===== src/rtl/uart_rx_ovs.sv =====
// Oversampling UART receiver: 2-flop synchroniser, 2-of-3 voted bits, 5..9 data bits, parity, 1/2 stop, break detect.
// A frame completes at tick OVS/2+1 of its last stop bit; the word is registered one clock later into a single-word holding register.
module uart_rx_ovs #(
  parameter int OVS    = 16,
  parameter int DIV_W  = 16,
  parameter int DATA_W = 9
) (
  input  logic              clk,
  input  logic              rst_n,
  input  logic [DIV_W-1:0]  baud_divisor,
  input  logic              uart_rx,
  input  logic [3:0]        bits_cfg,
  input  logic [1:0]        parity_cfg,
  input  logic [1:0]        stop_cfg,
  input  logic              rx_ready,
  input  logic              err_clr,
  output logic [DATA_W-1:0] data_byte,
  output logic              rx_valid,
  output logic              parity_error,
  output logic              frame_error,
  output logic              overrun,
  output logic              break_det,
  output logic              busy
);
  localparam int TW = $clog2(OVS);

  localparam logic [2:0] S_IDLE   = 3'd0;
  localparam logic [2:0] S_START  = 3'd1;
  localparam logic [2:0] S_DATA   = 3'd2;
  localparam logic [2:0] S_PARITY = 3'd3;
  localparam logic [2:0] S_STOP1  = 3'd4;
  localparam logic [2:0] S_STOP2  = 3'd5;
  localparam logic [2:0] S_BREAK  = 3'd6;

  localparam logic [TW-1:0] TK_LO  = TW'(OVS / 2 - 1);
  localparam logic [TW-1:0] TK_MID = TW'(OVS / 2);
  localparam logic [TW-1:0] TK_HI  = TW'(OVS / 2 + 1);
  localparam logic [TW-1:0] TK_END = TW'(OVS - 1);

  logic [1:0]        sync_q;
  logic              prev_q;
  logic [2:0]        state_q, state_d;
  logic [DIV_W-1:0]  div_q, div_d, div_shr, t_last;
  logic [TW-1:0]     tcnt_q, tcnt_d;
  logic [1:0]        vote_q, vote_d;
  logic [3:0]        bitn_q, bitn_d, nbits_q, nbits_d;
  logic [1:0]        pcfg_q, pcfg_d;
  logic              stop2_q, stop2_d;
  logic [DATA_W-1:0] shift_q, shift_d;
  logic              par_q, par_d;
  logic              rx_s, fall, tick, maj, at_hi, at_end;
  logic              done, brk_frame, brk, exp_par, pe_new, fe_new, load, drop;
  logic [DATA_W-1:0] data_q;
  logic              valid_q, pe_q, fe_q, ovr_q, brk_q;

  assign rx_s    = sync_q[1];
  assign fall    = prev_q & ~rx_s;
  assign div_shr = baud_divisor >> TW;
  assign t_last  = (div_shr == '0) ? '0 : div_shr - DIV_W'(1);
  assign tick    = (state_q != S_IDLE) && (div_q == '0);
  assign at_hi   = tick && (tcnt_q == TK_HI);
  assign at_end  = tick && (tcnt_q == TK_END);
  assign maj     = (vote_q[0] & vote_q[1]) | (vote_q[0] & rx_s) | (vote_q[1] & rx_s);

  // Unused data bits are held at 0, so the XOR over the whole register is the XOR of the frame's data bits.
  assign exp_par   = (pcfg_q == 2'b01) ? ^shift_q : (pcfg_q == 2'b10) ? ~^shift_q : 1'b1;
  assign pe_new    = (pcfg_q != 2'b00) && (par_q != exp_par);
  assign fe_new    = ~maj;
  assign brk_frame = ~maj && (shift_q == '0) && ~par_q;
  assign brk       = done && brk_frame;
  assign load      = done && !brk_frame && (!valid_q || rx_ready);
  assign drop      = done && !brk_frame && valid_q && !rx_ready;

  always_comb begin
    state_d = state_q;
    shift_d = shift_q;
    par_d   = par_q;
    bitn_d  = bitn_q;
    nbits_d = nbits_q;
    pcfg_d  = pcfg_q;
    stop2_d = stop2_q;
    vote_d  = vote_q;
    done    = 1'b0;
    div_d   = (state_q == S_IDLE || div_q == t_last) ? '0 : div_q + DIV_W'(1);
    tcnt_d  = (state_q == S_IDLE) ? '0 : (tick ? tcnt_q + TW'(1) : tcnt_q);
    if (tick && tcnt_q == TK_LO)  vote_d[0] = rx_s;
    if (tick && tcnt_q == TK_MID) vote_d[1] = rx_s;
    case (state_q)
      S_IDLE: if (fall) begin
        state_d = S_START;
        shift_d = '0;
        par_d   = 1'b0;
        bitn_d  = 4'd0;
        nbits_d = (bits_cfg >= 4'd5 && bits_cfg <= 4'd9) ? bits_cfg : 4'd8;
        pcfg_d  = parity_cfg;
        stop2_d = (stop_cfg == 2'd2);
      end
      S_START: begin
        if (at_hi && maj) state_d = S_IDLE;
        else if (at_end)  state_d = S_DATA;
      end
      S_DATA: begin
        if (at_hi) shift_d = shift_q | (DATA_W'(maj) << bitn_q);
        if (at_end) begin
          bitn_d = bitn_q + 4'd1;
          if (bitn_q == nbits_q - 4'd1) state_d = (pcfg_q == 2'b00) ? S_STOP1 : S_PARITY;
        end
      end
      S_PARITY: begin
        if (at_hi)  par_d   = maj;
        if (at_end) state_d = S_STOP1;
      end
      S_STOP1: begin
        if (at_hi && (!maj || !stop2_q)) done = 1'b1;
        else if (at_end)                 state_d = S_STOP2;
      end
      S_STOP2: if (at_hi) done = 1'b1;
      S_BREAK: if (rx_s) state_d = S_IDLE;
      default: state_d = S_IDLE;
    endcase
    if (done) state_d = brk_frame ? S_BREAK : S_IDLE;
  end

  always_ff @(posedge clk or negedge rst_n) begin
    if (!rst_n) begin
      sync_q  <= 2'b11;
      prev_q  <= 1'b1;
      state_q <= S_IDLE;
      div_q   <= '0;
      tcnt_q  <= '0;
      vote_q  <= 2'b00;
      bitn_q  <= 4'd0;
      nbits_q <= 4'd8;
      pcfg_q  <= 2'b00;
      stop2_q <= 1'b0;
      shift_q <= '0;
      par_q   <= 1'b0;
      data_q  <= '0;
      valid_q <= 1'b0;
      pe_q    <= 1'b0;
      fe_q    <= 1'b0;
      ovr_q   <= 1'b0;
      brk_q   <= 1'b0;
    end else begin
      sync_q  <= {sync_q[0], uart_rx};
      prev_q  <= rx_s;
      state_q <= state_d;
      div_q   <= div_d;
      tcnt_q  <= tcnt_d;
      vote_q  <= vote_d;
      bitn_q  <= bitn_d;
      nbits_q <= nbits_d;
      pcfg_q  <= pcfg_d;
      stop2_q <= stop2_d;
      shift_q <= shift_d;
      par_q   <= par_d;
      brk_q   <= brk;
      if (load) begin
        data_q  <= shift_q;
        pe_q    <= pe_new;
        fe_q    <= fe_new;
        valid_q <= 1'b1;
      end else if (rx_ready) begin
        valid_q <= 1'b0;
      end
      if (drop)         ovr_q <= 1'b1;
      else if (err_clr) ovr_q <= 1'b0;
    end
  end

  assign data_byte    = data_q;
  assign rx_valid     = valid_q;
  assign parity_error = pe_q;
  assign frame_error  = fe_q;
  assign overrun      = ovr_q;
  assign break_det    = brk_q;
  assign busy         = (state_q != S_IDLE);
endmodule


===== config.mk =====
export PLATFORM = sky130hd
export DESIGN_NAME = uart_rx_ovs
export DESIGN_NICKNAME = d
export VERILOG_FILES = /design/src/rtl/uart_rx_ovs.sv
export SDC_FILE = /design/constraint.sdc
export NUM_CORES = 1
export LEC_CHECK = 0
export ABC_CLOCK_PERIOD_IN_PS = 6900
export BUFFER_PORTS_ARGS = -buffer_cell sky130_fd_sc_hd__buf_2
export CORE_ASPECT_RATIO = 0.75
export CORE_UTILIZATION = 30
export CTS_CLUSTER_DIAMETER = 150
export DETAILED_ROUTE_END_ITERATION = 10
export PLACE_DENSITY = 0.51
export SETUP_SLACK_MARGIN = 0.1
export SLEW_MARGIN = 20
export SYNTH_ARGS = -nofsm -noshare
export SYNTH_HDL_FRONTEND = slang
export SYNTH_SLANG_ARGS = --single-unit

===== constraint.sdc =====
create_clock -name clk -period 6.9 [get_ports clk]
set_input_delay 0.69 -clock clk [delete_from_list [all_inputs] [get_ports clk]]
set_output_delay 0.69 -clock clk [all_outputs]
set_load 0.01 [all_outputs]

After elaboration in Yosys (flattened, before gate mapping):

Cells that the tools add are included.

* add/sub/neg operators: 5
* magnitude comparators: 2
* equal/unequal tests: 29
* shifts and indexed selects: 1
* multiplexer cells: 36
* bitwise gates (word level): 10
* reductions and logical operators: 43

Operators by type and width (number)
* $mux W3: 12
* $logic_not A16 Y1: 2
* $mux W16: 2
* $ne A3 B3 Y1 const B: 7
* $pmux W3 S7: 1
* $mux W4: 5
* $mux W9: 2
* $pmux W9 S2: 1
* $add A16 B1 Y16 const B: 1
* $eq A16 B16 Y1: 1
* $logic_and A1 B1 Y1: 16
* $sub A12 B1 Y13 const B: 1
* $eq A4 B4 Y1 const B: 3
* $reduce_bool A2 Y1: 6
* $mux W1: 10
* $ne A2 B2 Y1 const B: 5
* $eq A3 B3 Y1 const B: 3
* $logic_not A9 Y1: 1
* $or A9 B9 Y9: 1
* $reduce_and A3 Y1: 3
* $reduce_and A9 Y1: 1
* $reduce_xnor A9 Y1: 1
* $reduce_xor A9 Y1: 1
* $shl A1 B4 Y9: 1
* other kinds (23): 39

* flip-flop bits (word level): 63
* bits of input ports: 29
* output and inout bits: 15
* logic and storage cells: 145

Longest topological paths before layout:

Gate-level depths: netlist (run 1).

* depth in word-level cells: 12
* depth in mapped cells: 10
* depth with buffers taken out: 9

Least setup slack after synthesis (run 1):

Ideal clock, no wire load.

* kind: input to register
* from: input port baud_divisor[4]
* to: register div_q[10]
* library setup time: 0.119 ns
* arrival: 2.976 ns
* required time: 6.781 ns
* slack: 3.805 ns
* stages on the path: 10
* buffers on the path: 1
* cell sequence: inv_1 ha_1 nor3b_1 nand3_4 mux2_4 a2111oi_4 nand3_2 o41ai_4 buf_6 nor2_2

* word-level cells in the longest chain between the ends: 5
* elaborated cells on any way between the ends: 6
* those cells by class: add/sub (1); eq/ne (1); mux (2); reduce/logical (2)

Ends and longest elaborated chain
* from (decl): line 10 `input logic [DIV_W-1:0] baud_divisor,`
* $sub A12 B1 Y13 / $logic_not A16 Y1 (equally long branches): line 59 `assign t_last = (div_shr == '0) ? '0 : div_shr - DIV_W'(1);`
* $mux W16 (*): line 59
* $eq A16 B16 Y1 (*): line 84 `div_d = (state_q == S_IDLE || div_q == t_last) ? '0 : div_q + DIV_W'(1);`
* $logic_or A1 B1 Y1 (*): line 84
* $mux W16 (*): line 84
* via div_d[10]: line 43 `logic [DIV_W-1:0] div_q, div_d, div_shr, t_last;`
* to (signal assigned): line 148 `div_q <= div_d;`
* to (decl): line 43

The timed path passes the listed nets; every way through them passes the cells marked *.
A chain may end at the register's enable or synchronous reset.

Worst setup path in the final report (run 1):

* from: input port baud_divisor[4]
* to: register div_q[6]

The elaborated chain is that of the path after synthesis.

==> Flow_metrics.wiki, run 1 <==
{| class="wikitable"
! Metric !! Value
|-
| Outcome || finished, final reports clean
|-
| Layout cell share with drive strength beyond 1 || 0.200
|-
| Largest delay share family, worst path || simple AND/OR/NAND/NOR gates
|-
| Post-synth EDFFs || 0
|-
| Startpoint of the most critical register-to-register path || state_q[0]
|-
| Worst Setup End Kind || register
|-
| # placed instances || ~600
|-
| Starting utilization of the core area || 0.311
|-
| Max Clock Skew || around 0.0081 ns
|-
| Die ar. || roughly 0.013 mm²
|-
| Share of flip-flops with an asynchronous set or reset || 1.00
|-
| Setup repair after global routing missed its margin || no
|-
| Max_slew headroom || 0.457
|-
| Number of standard-cell rows in the floorplan || 35
|-
| Number of cells traversed by the worst hold path || 0
|-
| Startpoint types || primary input
|-
| Simple-Gate Fraction of Synth Area || 0.255
|-
| Clock root cell || clkbuf_16
|-
| Slew of the pin with the lowest slew margin || a little over 0.8 ns
|-
| Area taken by flip-flops and latches || approximately 0.0016 mm²
|-
| Endpoint of the most critical register-to-register path || data_byte[8]
|-
| Worst Setup Path Type || primary input to register
|-
| Part of the total power dissipated in sequential elements || 0.345
|-
| CP Buf/Inv Count || 3
|-
| Worst hold path endpoint || sync_q[1]
|-
| Core occupancy in the finished layout || 0.370
|-
| Worst Reg-to-Reg Cells || 8
|-
| First-pass GRT wire length || ~15 mm
|-
| Worst hold start || sync_q[0]
|-
| Total half-perimeter wirelength after legalization and detailed placement || approximately 6.5 mm
|-
| Number of nets with antenna violations after routing || 0
|-
| Post-synthesis instance area || 0.00383 mm²
|-
| Req. time, crit path || 7.11 ns
|-
| Total congestion overflow || 0
|-
| Inserted Diodes || 0
|-
| Maximum fanout encountered on the critical timing path || 11
|-
| Relative contribution of combinational cells to total power || 0.254
|-
| Clock latency on the worst-skew pair || around 0.33 ns
|-
| Count of nets after finishing || a little under 500
|-
| Number of filler instances in the final layout || 1260
|-
| Cells resized by post-CTS repair || 0
|-
| Clk network pwr share || 0.402
|-
| Maximum root-to-sink buffer count || 2
|-
| Iter 0 DRT Violations || 127
|-
| Clock-pin transition on the worst setup and hold timing paths || approximately 0.050 ns
|-
| Synthesized net count || 451
|-
| R2R setup slack || 3.81 ns
|-
| TritonCTS Sinks || 63
|-
| Setup_tns || 0 ns
|-
| Remaining routing DRC violations || 0
|-
| Wirelength per Cell || 14.2 µm
|-
| Maximum resistive drop on vdd || 0.156 mV
|-
| Placeable core region || 0.0123 mm²
|-
| Initial antenna violation count || 1
|-
| Critical Path, Cell by Cell || buf_2 -> inv_1 -> ha_1 -> nor3b_1 -> nand3_4 -> mux2_4 -> a2111oi_4 -> nand3_2 -> o41ai_4 -> buf_4 -> nor2_1
|-
| Number of hold violations in the final report || 0
|-
| Switching fraction of total power || 0.306
|-
| Synthesized-area fraction occupied by adder cells || 0.0450
|-
| Power density over the cells || 311 mW/mm²
|-
| Synth Warn # || 0
|-
| Pleak || 2.07 nW
|-
| I/O pin total || 44
|-
| CTS buffer count || 9
|-
| Post-synthesis compound-gate area fraction || 0.121
|-
| Global-route usage over all layers || 0.147
|-
| TritonCTS clock tree || built
|-
| Slowest stage delay, CP || 0.54 ns
|-
| Cell internal power dissipation || 0.985 mW
|-
| Upper clock frequency limit || between 300 and 400 MHz
|-
| Hold-fix buffer count after cts || 0
|-
| Multi-input gate area || between 0.002 and 0.0025 mm²
|-
| Die outline width || 133 µm
|-
| Vertical die dimension || 99.9 µm
|-
| Endpoints failing setup || 0
|-
| Detailed Route WL || 8.77 mm
|-
| Vias per Instance || 4.85
|-
| Number of global-route vias before repair || 2973
|-
| Combinational family with the most area after synthesis || simple AND/OR/NAND/NOR gates
|-
| Endpoint arrival time on the critical path || 3.52 ns
|-
| Most used DFF post-synth || dfrtp_1
|-
| Fraction of synthesized cell area in xor and xnor cells || 0.0904
|-
| Highest-delay cell along the critical path || nor3b_1
|-
| Syn_area_per_cell || 9.38 µm²
|-
| Number of buffers inserted by port buffering || 39
|-
| Minimum period implied by the final worst setup slack || 3.31 ns
|-
| Synth-to-layout area growth || 19.0%
|-
| Length of the first detailed-routing pass in iterations || 4
|-
| Fraction of synthesized area in multiplexers || 0.0313
|-
| Share of the cycle needed by the critical path after routing || 0.480
|-
| Post CTS Setup Buffer Count || 0
|-
| Non-filler instance count after layout || 620
|-
| Yosys cell types || 66
|-
| Synthesis-stage register bit count || 63
|-
| Largest net degree at the start of global routing || 64
|-
| Tightest Hold Check Type || register to register
|-
| Routed via count || 3008
|-
| Sequential element share of the synthesized area || 0.412
|-
| GPL Wtd Cong || between 0.7 and 0.8
|-
| Max Cap Viol || 0
|-
| Launch point of the worst path || baud_divisor[4]
|-
| Number of slew-limit violations in the final report || 0
|-
| H-Tree Level Count || 3
|-
| Number of instances in the synthesized netlist || slightly above 400
|-
| Switching power || between 0.4 and 0.5 mW
|-
| Total power || approximately 1.4 mW
|}
cell type report:
cell class                 instances  area share
multi-input combinational        308       0.456
inverter                          25      0.0206
timing repair buffer              42      0.0477
sequential                        63       0.347
clock inverter                     5      0.0280
tap                              166      0.0455
clock buffer                      11      0.0554
worst max-delay path by stage:
stage	slack, ns	depth (start not counted)	to
2_1_floorplan	3.81	10	div_q[10]
4_1_cts	3.27	10	div_q[3]
3_3_place_gp	2.97	10	div_q[6]
3_5_place_dp	2.94	10	div_q[6]
5_1_grt	3.35	11	div_q[6]
6_report	3.59	11	div_q[6]
cells in the mapped netlist, types with 3 or more instances:
master	n	area, µm²
nor3_1	8	40.0
xor2_1	16	140
xnor2_1	18	158
dfrtp_1	59	1480
nor2_1	38	143
nor2b_1	6	37.5
a211oi_1	4	30.0
o211ai_1	3	22.5
ha_1	13	163
or4_1	4	30.0
nand3_1	15	75.1
nand3b_1	3	22.5
inv_1	25	93.8
nand2b_1	7	43.8
and3_1	5	31.3
a21oi_1	16	80.1
o21a_1	3	22.5
o21ai_0	24	120
clkbuf_1	6	22.5
nor2_2	10	62.6
mux2i_1	6	60.1
nand2_1	44	165
mux2_2	4	45.0
dfstp_2	4	105
nor3b_1	5	37.5
nand4_1	12	75.1
state kept, by name (all words and copies together), names as in the netlist, 2 cells and up:
name,count
div_q,16
data_byte,9
shift_q,9
bitn_q,4
nbits_q,4
tcnt_q,4
state_q,3
pcfg_q,2
sync_q,2
vote_q,2
power groups by stage:
stage / clock, mW / sequential, mW / combinational [mW]
after floorplan: 0 / 0.469 / 0.291
after global placement: 0 / 0.495 / 0.354
after detailed placement: 0 / 0.496 / 0.359
after CTS: 0.585 / 0.490 / 0.361
after global routing: 0.601 / 0.500 / 0.410
final: 0.571 / 0.490 / 0.360
metal layers:
layer,routed length (µm),track usage,vias to the layer above,share of wire
li1,-,-,1510,-
met4,44,0.0539,2,0.0050
met3,342,0.0399,6,0.039
met2,3710,0.207,44,0.42
met1,4660,0.212,1446,0.53
met5,10,0,-,0.0011
placed cells by master, fill, tap and decap left out, drive strengths merged, types with 7 or more instances in the layout:
master  instances
a21oi          16
nand4          12
nor2           48
nand2b          7
nand2          44
nor3            9
clkbuf         11
inv            25
dfrtp          59
buf            42
o21ai          24
xor2           16
nand3          17
ha             13
xnor2          18
stage by stage:
| stage | instance area, µm² | hold slack (ns) | setup WS [ns] |
|---|---|---|---|
| floorplan | 3830 | 0.345 | 3.81 |
| global placement | 4180 | 0.349 | 2.97 |
| detailed placement | 4180 | 0.348 | 2.94 |
| CTS | 4560 | 0.356 | 3.27 |
| global route | 4560 | 0.356 | 3.35 |
| finish | 4560 | 0.354 | 3.59 |
cell families (layout without fill, tap and decap cells):
group,count (synthesis),count (layout)
AND/OR/NAND/NOR,178,178
XOR/XNOR,36,36
flip-flops,63,63
adder cells (fa/ha/maj),14,14
AO/OA/AOI/OAI,69,69
multiplexers,11,11
buffers and inverters,38,83
(Power assumes the default switching activity.)
==> run 2: changes to the inputs <==
ABC_CLOCK_PERIOD_IN_PS = 2900   (was 6900)
PLACE_DENSITY = 0.52   (was 0.51)
clock period = 2.9 ns   (was 6.9 ns; I/O delays follow)
==> run 2 against run 1 <==
Die area did not move. Clock-buffer cell count unchanged. Global-route usage rose by 0.17 points. Clock power is 75% higher. Core utilization stayed put. Worst hold slack worse by 0.31 ns. First-iteration DRC count rose by 2.4%. Wire length rose by 1.9%. Sequential cell count unchanged. Sequential share of layout area unchanged. Critical endpoint is now shift_q[0]. Highest routed layer unchanged.
==> Flow_metrics.wiki, run 2 (synthesized netlist as in run 1, its figures left out) <==
{| class="wikitable"
! Metric !! Value
|-
| Hold-fix buffer count after cts || 0 (unchanged)
|-
| Starting utilization of the core area || 0.311 (unchanged)
|-
| Clock-pin transition on the worst setup and hold timing paths || 0.05 ns (about the same)
|-
| Synth-to-layout area growth || 19.0% (unchanged)
|-
| Setup repair after global routing missed its margin || no (unchanged)
|-
| Inserted Diodes || 0 (unchanged)
|-
| CTS buffer count || 9 (unchanged)
|-
| Clock latency on the worst-skew pair || 0.33 ns (about the same)
|-
| Min Hold Slack || 0.0423 ns (was 0.354 ns)
|-
| Max Clock Skew || 0.00737 ns (was 0.00813 ns)
|-
| Layout cell share with drive strength beyond 1 || 0.219 (was 0.200)
|-
| Routed via count || 3030 (was 3008)
|-
| Maximum resistive drop on vdd || 0.302 mV (was 0.156 mV)
|-
| Number of buffers inserted by port buffering || 39 (unchanged)
|-
| Cells resized by post-CTS repair || 0 (unchanged)
|-
| Largest net degree at the start of global routing || 34 (was 64)
|-
| GPL Wtd Cong || 0.794 (was 0.792)
|-
| Iter 0 DRT Violations || 130 (was 127)
|-
| Number of slew-limit violations in the final report || 0 (unchanged)
|-
| I/O pin total || 44 (unchanged)
|-
| Minimum period implied by the final worst setup slack || approximately 2.6 ns
|-
| Share of the cycle needed by the critical path after routing || 0.895
|-
| Worst Setup Path Type || register to register (was primary input to register)
|-
| Total half-perimeter wirelength after legalization and detailed placement || 6.75 mm (was 6.47 mm)
|-
| Maximum root-to-sink buffer count || 2 (unchanged)
|-
| Post CTS Setup Buffer Count || 0 (unchanged)
|-
| Core occupancy in the finished layout || 0.370 (unchanged)
|-
| Startpoint types || register (was primary input)
|-
| Most common cell after layout, fill and taps aside || dfrtp_1 (unchanged)
|-
| Slew of the pin with the lowest slew margin || 0.771 ns (was 0.814 ns)
|-
| H-Tree Level Count || 3 (unchanged)
|-
| Endpoints failing setup || 0 (unchanged)
|-
| Outcome || finished, final reports clean (unchanged)
|-
| Upper clock frequency limit || 385 MHz
|-
| Req. time, crit path || 3.15 ns (was 7.11 ns)
|-
| Endpoint arrival time on the critical path || 2.85 ns (was 3.52 ns)
|-
| TritonCTS Sinks || 63 (unchanged)
|-
| Max_slew headroom || 0.486 (was 0.457)
|-
| Maximum fanout encountered on the critical timing path || 6 (was 11)
|-
| Total power || 3.07 mW (was 1.42 mW)
|-
| Most frequent cells in the layout || dfrtp_1 (59), nand2_1 (44), buf_2 (39), nor2_1 (38), inv_1 (25) (unchanged)
|-
| Number of hold violations in the final report || 0 (unchanged)
|-
| Length of the first detailed-routing pass in iterations || 4 (unchanged)
|-
| Flip-flop count of the largest register after layout || 16 (unchanged)
|-
| Tightest Hold Check Type || primary input to asynchronous set/reset pin (was register to register)
|-
| Number of nets with antenna violations after routing || 0 (unchanged)
|-
| Pleak || 2.08 nW (was 2.07 nW)
|-
| Number of filler instances in the final layout || 1271 (was 1260)
|-
| Worst Setup End Kind || register (unchanged)
|-
| Total congestion overflow || 0 (unchanged)
|-
| Vias per Instance || 4.80 (was 4.85)
|-
| Largest register by flop count || div_q (unchanged)
|-
| First-pass GRT wire length || 15.3 mm (was 15.1 mm)
|-
| Die ar. || 0.0132 mm² (unchanged)
|-
| Setup_tns || 0 ns (unchanged)
|-
| Detailed Route WL || 8.94 mm (was 8.77 mm)
|-
| Wirelength per Cell || 14.2 µm (about the same)
|-
| Count of nets after finishing || 502 (was 491)
|-
| Global-route usage over all layers || 0.148 (was 0.147)
|-
| Vertical die dimension || 99.9 µm (unchanged)
|-
| TritonCTS clock tree || built (unchanged)
|-
| Power density over the cells || 672 mW/mm² (was 311 mW/mm²)
|-
| Number of standard-cell rows in the floorplan || 35 (unchanged)
|-
| Number of global-route vias before repair || 3074 (was 2973)
|-
| Initial antenna violation count || 1 (unchanged)
|-
| Clock root cell || clkbuf_16 (unchanged)
|-
| Die outline width || 133 µm (unchanged)
|-
| Remaining routing DRC violations || 0 (unchanged)
|-
| Placeable core region || 0.0123 mm² (unchanged)
|-
| Max Cap Viol || 0 (unchanged)
|}
==> run 2: cell types whose count changed in the layout (fill, tap and decap cells not counted) <==
cell,before,now
clkinvlp_4,1,3
bufinv_16,4,0
buf_12,0,1
buf_4,3,13
clkinv_2,0,2
==> run 2: final cells by class <==
type                    count  area [µm²]  share of cell area
multi-input cells         308        2080               0.456
well taps                 166         208              0.0455
flip-flops and latches     63        1580               0.347
clock buffers              11         253              0.0554
inverters                  25        93.8              0.0206
clock inverters             5        32.5             0.00713
repair buffers             53         313              0.0685
==> run 2: worst max-delay path: stages (launching register included) <==
cell,delay [ns]
dfrtp_1,0.43
or4_1,0.70
nor3_2,0.29
nand3_1,0.20
a211oi_1,0.62
a21oi_1,0.15
nor2_1,0.13
==> run 2: per-layer routing <==
metal | GRT usage | part of all wire
met1 | 0.211 | 0.53
met4 | 0.0513 | 0.010
met2 | 0.216 | 0.42
met5 | 0 | 0.0015
met3 | 0.0394 | 0.039
==> run 2: path summary, 6_finish.rpt <==
path                       startpoint      endpoint  slack (ns)  cells after the start
setup / recovery            div_q[12]    shift_q[0]        0.30                      6
hold / removal                  rst_n  data_byte[3]        0.04                      1
setup reg to reg            div_q[12]    shift_q[0]        0.30                      6
hold reg to reg             sync_q[0]     sync_q[1]        0.35                      0
max in group asynchronous       rst_n     sync_q[0]        2.14                      2
min in group clk              uart_rx     sync_q[0]        0.07                      1
==> run 2: through the flow <==
stage | cell area (µm²) | worst slack (ns) | std cells
after detailed placement | 4280 | 0.0569 | 615
after floorplan | 3830 | 0.205 | 409
final | 4560 | 0.303 | 631
after global routing | 4560 | 0.171 | 631
after global placement | 4280 | 0.0679 | 615
after CTS | 4560 | 0.319 | 631
==> run 2: where the power goes <==
part           total (mW)  internal (mW)  switching [mW]  leakage [nW]
registers            1.15           1.00           0.151         0.847
clock network       0.999          0.620           0.379         0.134
logic               0.914          0.412           0.502          1.10
